### src/rtl/sha256_pkg.sv
// Shared types and constants for the SHA-256 message padder.
package sha256_pkg;

    localparam int unsigned BLOCK_BYTES   = 64;
    localparam int unsigned IDX_W         = 6;
    localparam int unsigned LEN_FIELD_IDX = 56;
    localparam logic [7:0]  PAD_BYTE      = 8'h80;

    typedef enum logic [2:0] {
        ST_IDLE,
        ST_FILL,
        ST_PAD,
        ST_WAIT,
        ST_SEND
    } state_e;

endpackage

### src/rtl/sha256_block_buf.sv
// 64x8 single-port block staging buffer: synchronous write, combinational read.
module sha256_block_buf
    import sha256_pkg::*;
(
    input  logic             clk_i,
    input  logic             we_i,
    input  logic [IDX_W-1:0] addr_i,
    input  logic [7:0]       wdata_i,
    output logic [7:0]       rdata_c_o
);

    logic [7:0] mem_q [BLOCK_BYTES];

    always_ff @(posedge clk_i) begin
        if (we_i) begin
            mem_q[addr_i] <= wdata_i;
        end
    end

    assign rdata_c_o = mem_q[addr_i];

endmodule

### src/rtl/sha256_padder.sv
// SHA-256 padding front-end: stages each padded 512-bit block in a byte buffer
// and streams it to the core as 64 contiguous bytes.
module sha256_padder
    import sha256_pkg::*;
#(
    parameter int unsigned LEN_W = 16
)
(
    input  logic             clk,
    input  logic             reset,
    input  logic             start,
    input  logic [LEN_W-1:0] msg_len,
    input  logic [7:0]       in_data,
    input  logic             in_valid,
    output logic             in_ready,
    output logic             idle,
    output logic             done,
    input  logic             core_busy,
    output logic [7:0]       data,
    output logic             write_enable,
    output logic             first_block,
    output logic             last_block
);

    state_e           state_q, state_d;
    logic [IDX_W-1:0] idx_q, idx_d;
    logic [LEN_W-1:0] rem_q, rem_d;
    logic [LEN_W-1:0] blk_q, blk_d;
    logic [LEN_W-1:0] nblk_q, nblk_d;
    logic [63:0]      len_sh_q, len_sh_d;
    logic             pad80_q, pad80_d;

    logic             in_ready_q, in_ready_d;
    logic             idle_q, idle_d;
    logic             done_q, done_d;
    logic [7:0]       data_q, data_d;
    logic             we_q, we_d;
    logic             first_q, first_d;
    logic             last_q, last_d;

    logic             buf_we_c;
    logic [IDX_W-1:0] buf_addr_c;
    logic [7:0]       buf_wdata_c;
    logic [7:0]       buf_rdata_c;
    logic             is_final_c;
    logic             idx_last_c;

    sha256_block_buf u_buf (
        .clk_i     (clk),
        .we_i      (buf_we_c),
        .addr_i    (buf_addr_c),
        .wdata_i   (buf_wdata_c),
        .rdata_c_o (buf_rdata_c)
    );

    assign is_final_c = (blk_q == nblk_q);
    assign idx_last_c = (idx_q == IDX_W'(BLOCK_BYTES - 1));

    // Next-state, counters, buffer port and registered output values.
    always_comb begin
        state_d     = state_q;
        idx_d       = idx_q;
        rem_d       = rem_q;
        blk_d       = blk_q;
        nblk_d      = nblk_q;
        len_sh_d    = len_sh_q;
        pad80_d     = pad80_q;
        done_d      = 1'b0;
        data_d      = 8'h00;
        we_d        = 1'b0;
        first_d     = 1'b0;
        last_d      = 1'b0;
        buf_we_c    = 1'b0;
        buf_addr_c  = idx_q;
        buf_wdata_c = 8'h00;

        unique case (state_q)
            ST_IDLE: begin
                if (start) begin
                    rem_d    = msg_len;
                    idx_d    = '0;
                    blk_d    = '0;
                    nblk_d   = LEN_W'(({1'b0, msg_len} + (LEN_W+1)'(8)) >> 6);
                    len_sh_d = 64'(msg_len) << 3;
                    pad80_d  = 1'b0;
                    state_d  = (msg_len == '0) ? ST_PAD : ST_FILL;
                end
            end

            ST_FILL: begin
                if (in_valid) begin
                    buf_we_c    = 1'b1;
                    buf_wdata_c = in_data;
                    idx_d       = idx_q + IDX_W'(1);
                    rem_d       = rem_q - LEN_W'(1);
                    // A full block takes priority: flush before padding starts.
                    if (idx_last_c) begin
                        state_d = ST_WAIT;
                    end else if (rem_q == LEN_W'(1)) begin
                        state_d = ST_PAD;
                    end
                end
            end

            ST_PAD: begin
                buf_we_c = 1'b1;
                idx_d    = idx_q + IDX_W'(1);
                if (!pad80_q) begin
                    buf_wdata_c = PAD_BYTE;
                    pad80_d     = 1'b1;
                end else if (is_final_c && (idx_q >= IDX_W'(LEN_FIELD_IDX))) begin
                    buf_wdata_c = len_sh_q[63:56];
                    len_sh_d    = len_sh_q << 8;
                end
                if (idx_last_c) begin
                    state_d = ST_WAIT;
                end
            end

            ST_WAIT: begin
                if (!core_busy) begin
                    buf_addr_c = '0;
                    data_d     = buf_rdata_c;
                    we_d       = 1'b1;
                    first_d    = (blk_q == '0);
                    last_d     = is_final_c;
                    idx_d      = '0;
                    state_d    = ST_SEND;
                end
            end

            ST_SEND: begin
                idx_d = idx_q + IDX_W'(1);
                // Outputs lead the index by one so byte k is on the bus while idx_q=k.
                if (!idx_last_c) begin
                    buf_addr_c = idx_q + IDX_W'(1);
                    data_d     = buf_rdata_c;
                    we_d       = 1'b1;
                end else begin
                    blk_d = blk_q + LEN_W'(1);
                    if (is_final_c) begin
                        done_d  = 1'b1;
                        state_d = ST_IDLE;
                    end else if (rem_q != '0) begin
                        state_d = ST_FILL;
                    end else begin
                        state_d = ST_PAD;
                    end
                end
            end

            default: begin
                state_d = ST_IDLE;
            end
        endcase

        in_ready_d = (state_d == ST_FILL);
        idle_d     = (state_d == ST_IDLE);
    end

    // State, counter and output registers.
    always_ff @(posedge clk or posedge reset) begin
        if (reset) begin
            state_q    <= ST_IDLE;
            idx_q      <= '0;
            rem_q      <= '0;
            blk_q      <= '0;
            nblk_q     <= '0;
            len_sh_q   <= '0;
            pad80_q    <= 1'b0;
            in_ready_q <= 1'b0;
            idle_q     <= 1'b1;
            done_q     <= 1'b0;
            data_q     <= 8'h00;
            we_q       <= 1'b0;
            first_q    <= 1'b0;
            last_q     <= 1'b0;
        end else begin
            state_q    <= state_d;
            idx_q      <= idx_d;
            rem_q      <= rem_d;
            blk_q      <= blk_d;
            nblk_q     <= nblk_d;
            len_sh_q   <= len_sh_d;
            pad80_q    <= pad80_d;
            in_ready_q <= in_ready_d;
            idle_q     <= idle_d;
            done_q     <= done_d;
            data_q     <= data_d;
            we_q       <= we_d;
            first_q    <= first_d;
            last_q     <= last_d;
        end
    end

    assign in_ready     = in_ready_q;
    assign idle         = idle_q;
    assign done         = done_q;
    assign data         = data_q;
    assign write_enable = we_q;
    assign first_block  = first_q;
    assign last_block   = last_q;

endmodule

### config.mk
export PLATFORM = sky130hd
export DESIGN_NAME = sha256_padder
export DESIGN_NICKNAME = d
export VERILOG_FILES = /design/src/rtl/sha256_pkg.sv /design/src/rtl/sha256_block_buf.sv /design/src/rtl/sha256_padder.sv
export SDC_FILE = /design/constraint.sdc
export NUM_CORES = 1
export LEC_CHECK = 0
export ABC_AREA = 1
export BUFFER_PORTS_ARGS = -buffer_cell sky130_fd_sc_hd__buf_2
export CORE_MARGIN = 3
export CORE_UTILIZATION = 55
export DETAILED_ROUTE_END_ITERATION = 8
export PLACE_DENSITY = 0.68
export SKIP_LAST_GASP = 1
export SYNTH_ARGS = -nofsm -noshare
export SYNTH_HDL_FRONTEND = slang
export SYNTH_SLANG_ARGS = --single-unit
export TNS_END_PERCENT = 10
### constraint.sdc
create_clock -name clk -period 6.1 [get_ports clk]
set_input_delay 1.22 -clock clk [delete_from_list [all_inputs] [get_ports clk]]
set_output_delay 1.22 -clock clk [all_outputs]
set_load 0.03 [all_outputs]
==> run summary <==
=================================================================================================================
FMAX                                                                                                   0.2326 GHz
Arithmetic-cell share of the synthesized area counting full adders, half adders and majority gates       0.003070
Number of placed instances, taps included                                                                   3,538
Post-layout minimum cycle time                                                                           4.300 ns
Share of synthesized flip-flops with an asynchronous set or reset                                          0.2000
Routed wire per std cell                                                                             19.64 microns
Overall power consumption                                                                                12.99 mW
Share of post-route cells with drive strength above 1                                                     0.07272
Clock latency of the later-clocked register in the worst-skew pair                                        0.60 ns
TritonCTS clock tree                                                                                        built
Critical path class                                                                                    reg -> reg
Cell Count, Final, Fillers Out                                                                              3,656
Clock transition at the register clock pins on the worst setup and hold paths after CTS                   0.06 ns
Global-route wire length before repair                                                               110,700 microns
Number of hold-repair buffers added at the cts stage                                                            0
Effective utilization at floorplan                                                                         0.5630
Number of cells produced by synthesis                                                                       2,927
Drt drc                                                                                                         0
Hold violation total from the final report                                                                      0
Residual overflow from global routing                                                                           0
Area fraction in compound gates after synthesis                                                           0.05004
Most used flip-flop cell after synthesis                                                                 edfxtp_1
Worst path arrival time                                                                                   4.52 ns
Logic gate share of total power                                                                             0.296
Post-synth EDFFs                                                                                              512
Netlist Area Pre-Place                                                                               28,530 sq um
Post-CTS repair timing setup buffer count                                                                       0
Fin. max-slew vios                                                                                              0
Class of the tightest hold or removal check                                                            reg -> reg
Initial drt markers                                                                                         2,146
Full die area                                                                                        54,650 sq um
Critical path depth in cells                                                                                    8
Highest net fanout along the worst path                                                                        28
Critical path's slowest cell                                                                               nor2_1
Number of gates given a new drive strength after cts                                                            0
Row Count                                                                                                      82
Number of distinct library cell variants in the gate-level netlist after synthesis                             49
Clock buffers created by TritonCTS                                                                             68
Final ANT Viol Nets                                                                                             0
Final standard cell utilization of the core                                                                0.6184
Overall die width                                                                                    233.8 microns
Top-area cell type share of the netlist area                                                               0.5389
Net load switching power                                                                                 4.642 mW
Proportion of synthesized area in mux cells                                                                     0
Clock Power Share                                                                                           0.302
Reg2reg path depth                                                                                              8
Least-Margin Pin Slew                                                                                    1.091 ns
Average cell area after synthesis                                                                     9.748 sq um
CP endpoint kind                                                                                             flop
Placeable Area                                                                                       50,680 sq um
Leading post-synthesis cells by cell area                                                            edfxtp_1 54%, nand2_1 14%, dfrtp_1 11%
Slew headroom                                                                                              0.2727
Startpoint kind of the worst setup timing path                                                               flop
Area share of xor/xnor cells in the synthesized design                                                   0.003070
Min-Delay Path Depth                                                                                            2
Outcome                                                                                              complete, no violations
Crit-path max cell delay                                                                                  0.91 ns
Simple-gate share of the synthesized area                                                                  0.2329
Area growth from synthesis to layout                                                                       9.853%
Via density per instance                                                                                    5.583
Crit path buffers/inverters                                                                                     2
Overall global routing resource usage                                                                      0.2658
Setup violation total in the final timing report                                                                0
Via count                                                                                                  20,412
Final layout net count                                                                                      2,972
Antenna cell count                                                                                              0
Number of global-route vias before repair                                                                  19,798
Share of total power in sequential cells                                                                    0.402
Tcrit/Tclk final                                                                                           0.7049
Leakage power of the design                                                                              13.13 nW
Mapped Nets                                                                                                 2,963
Estimated wirelength of the detail-placed design                                                     43,130 microns
Number of H-tree levels                                                                                         3
DRT Pass-1 Iters                                                                                                5
Kind of cell with the highest combined delay on the critical path                                    simple AND/OR/NAND/NOR gates
Weighted congestion at the end of routability-driven global placement                                      0.8762
Main combinational cell family by area after synthesis                                               simple AND/OR/NAND/NOR gates
Switching fraction of total power                                                                          0.3574
Maximum number of pins on one net before global-route repair                                                  215
Ports placed on the boundary                                                                                   43
Buffers added on ports                                                                                         42
Ordered cell list for the critical path                                                              inv_1 -> nor2_1 -> nand2_1 -> nor2_2 -> inv_1 -> nand2_1 -> nand3_1 -> nor2_1
Setup repair after global routing missed its margin                                                         false
Post-synthesis register bit count                                                                             640
Total power density per cell area                                                                    414.4 nW/um^2
Number of antenna violations at the first check in global routing                                               0
Clock tree sinks                                                                                              640
Clock tree root driver cell                                                                             clkbuf_16
Total routed wirelength                                                                              71,800 microns
CP Data Required Time                                                                                     6.32 ns
Yosys warns                                                                                                     0
Buffer levels on the longest clock path                                                                         3
Sum of negative setup slack                                                                                  0 ns
Overall die height                                                                                   233.8 microns
Clk_skew                                                                                               0.02678 ns
Sequential fraction of the synthesis area                                                                  0.6512
Peak ir drop on the vdd network                                                                         0.3248 mV
Internal power consumption                                                                               8.346 mW
Max-capacitance violation count                                                                                 0
Library cell with the largest summed area after synthesis                                                edfxtp_1
=================================================================================================================
## registers in the layout (all words and copies together) (netlist names)
name / count
blk_q: 16
data: 8
done: 1
first_block: 1
idle: 1
idx_q: 6
in_ready: 1
last_block: 1
len_sh_q: 61
nblk_q: 11
pad80_q: 1
rem_q: 16
state_q: 3
u_buf.mem_q: 512
write_enable: 1
## power by group through the flow
stage                     combinational (mW)  sequential [mW]  clock, mW
after global routing                    4.27             5.25       4.15
after global placement                  3.74             5.29          0
after detailed placement                3.80             5.30          0
after CTS                               3.82             5.21       3.98
final                                   3.85             5.22       3.92
after floorplan                         2.75             5.27          0
## worst min-delay path: cells and delay by family, from the launching register on
family / cells / cell delay (ns)
compound gates: 1 / 0.06
flops: 1 / 0.34
simple gates: 1 / 0.05
## stage by stage
stage,hold slack [ns],setup slack [ns],area (sq um)
final,0.4802,1.800,31340
after global routing,0.4991,1.472,31340
after CTS,0.4871,1.848,31340
after detailed placement,0.4728,1.509,29260
after global placement,0.4616,1.604,29260
after floorplan,0.4479,1.469,28530
## logic make-up (layout without fill, tap and decap cells)
logic type                 after synthesis  count (layout)
DFF                                    640             640
and+or+nand+nor                       1606            1606
AOI/OAI and AO/OA                      260             260
xor gates and xnor gates                10              10
buffers and inverters                  404             461
adders and majority gates                7               7
## layer usage
layer,global-route usage,up-vias,routed length (microns)
li1,-,9599,-
met1,0.3637,9813,29980
met2,0.4168,822,33030
met3,0.05685,178,5758
met4,0.1121,0,3023
met5,0,-,0
## layout by cell type, fill, tap and decap left out, drive strengths merged, types with 2 or more instances in the layout
cell / n
nor3: 16
xor2: 7
nand3b: 67
xnor2: 3
dfrtp: 127
nand4: 19
nand3: 138
a21oi: 22
clkbuf: 93
edfxtp: 512
nor3b: 4
inv: 272
clkinv: 21
a31oi: 4
o31ai: 2
buf: 72
o2111ai: 4
o21ai: 199
o211ai: 8
ha: 7
nor2: 256
o22ai: 10
nor4: 6
a22o: 4
nand2: 1098
bufinv: 2
## layout make-up
class / instances / area (sq um)
fillers: 4182 / 19340
inverters: 271 / 1022
multi-input cells: 1883 / 8372
flip-flops and latches: 640 / 18580
clock buffers: 93 / 1909
well taps: 672 / 840.8
clock inverters: 25 / 172.7
repair buffers: 72 / 447.9
## final timing paths
| path | start | to | slack, ns |
|---|---|---|---|
| min in group asynchronous | reset | len_sh_q[31] | 0.72 |
| max reg2reg | state_q[0] | u_buf.mem_q[1][1] | 1.80 |
| max | state_q[0] | u_buf.mem_q[1][1] | 1.80 |
| min | len_sh_q[19] | len_sh_q[19] | 0.48 |
| min reg2reg | len_sh_q[19] | len_sh_q[19] | 0.48 |
| max in group asynchronous | reset | blk_q[13] | 4.12 |
## cells in the mapped netlist, types with 9 or more instances
library cell and instances:
a21oi_1 21, buf_1 10, buf_2 63, buf_4 11, buf_6 9, clkbuf_1 40
dfrtp_1 127, edfxtp_1 512, inv_1 263, nand2_1 1091, nand3_1 134, nand3b_1 67
nand4_1 19, nor2_1 245, nor3_1 16, o21ai_0 182, o21ai_1 16, o22ai_1 9
No activity file was read; power rests on OpenSTA's default activity.
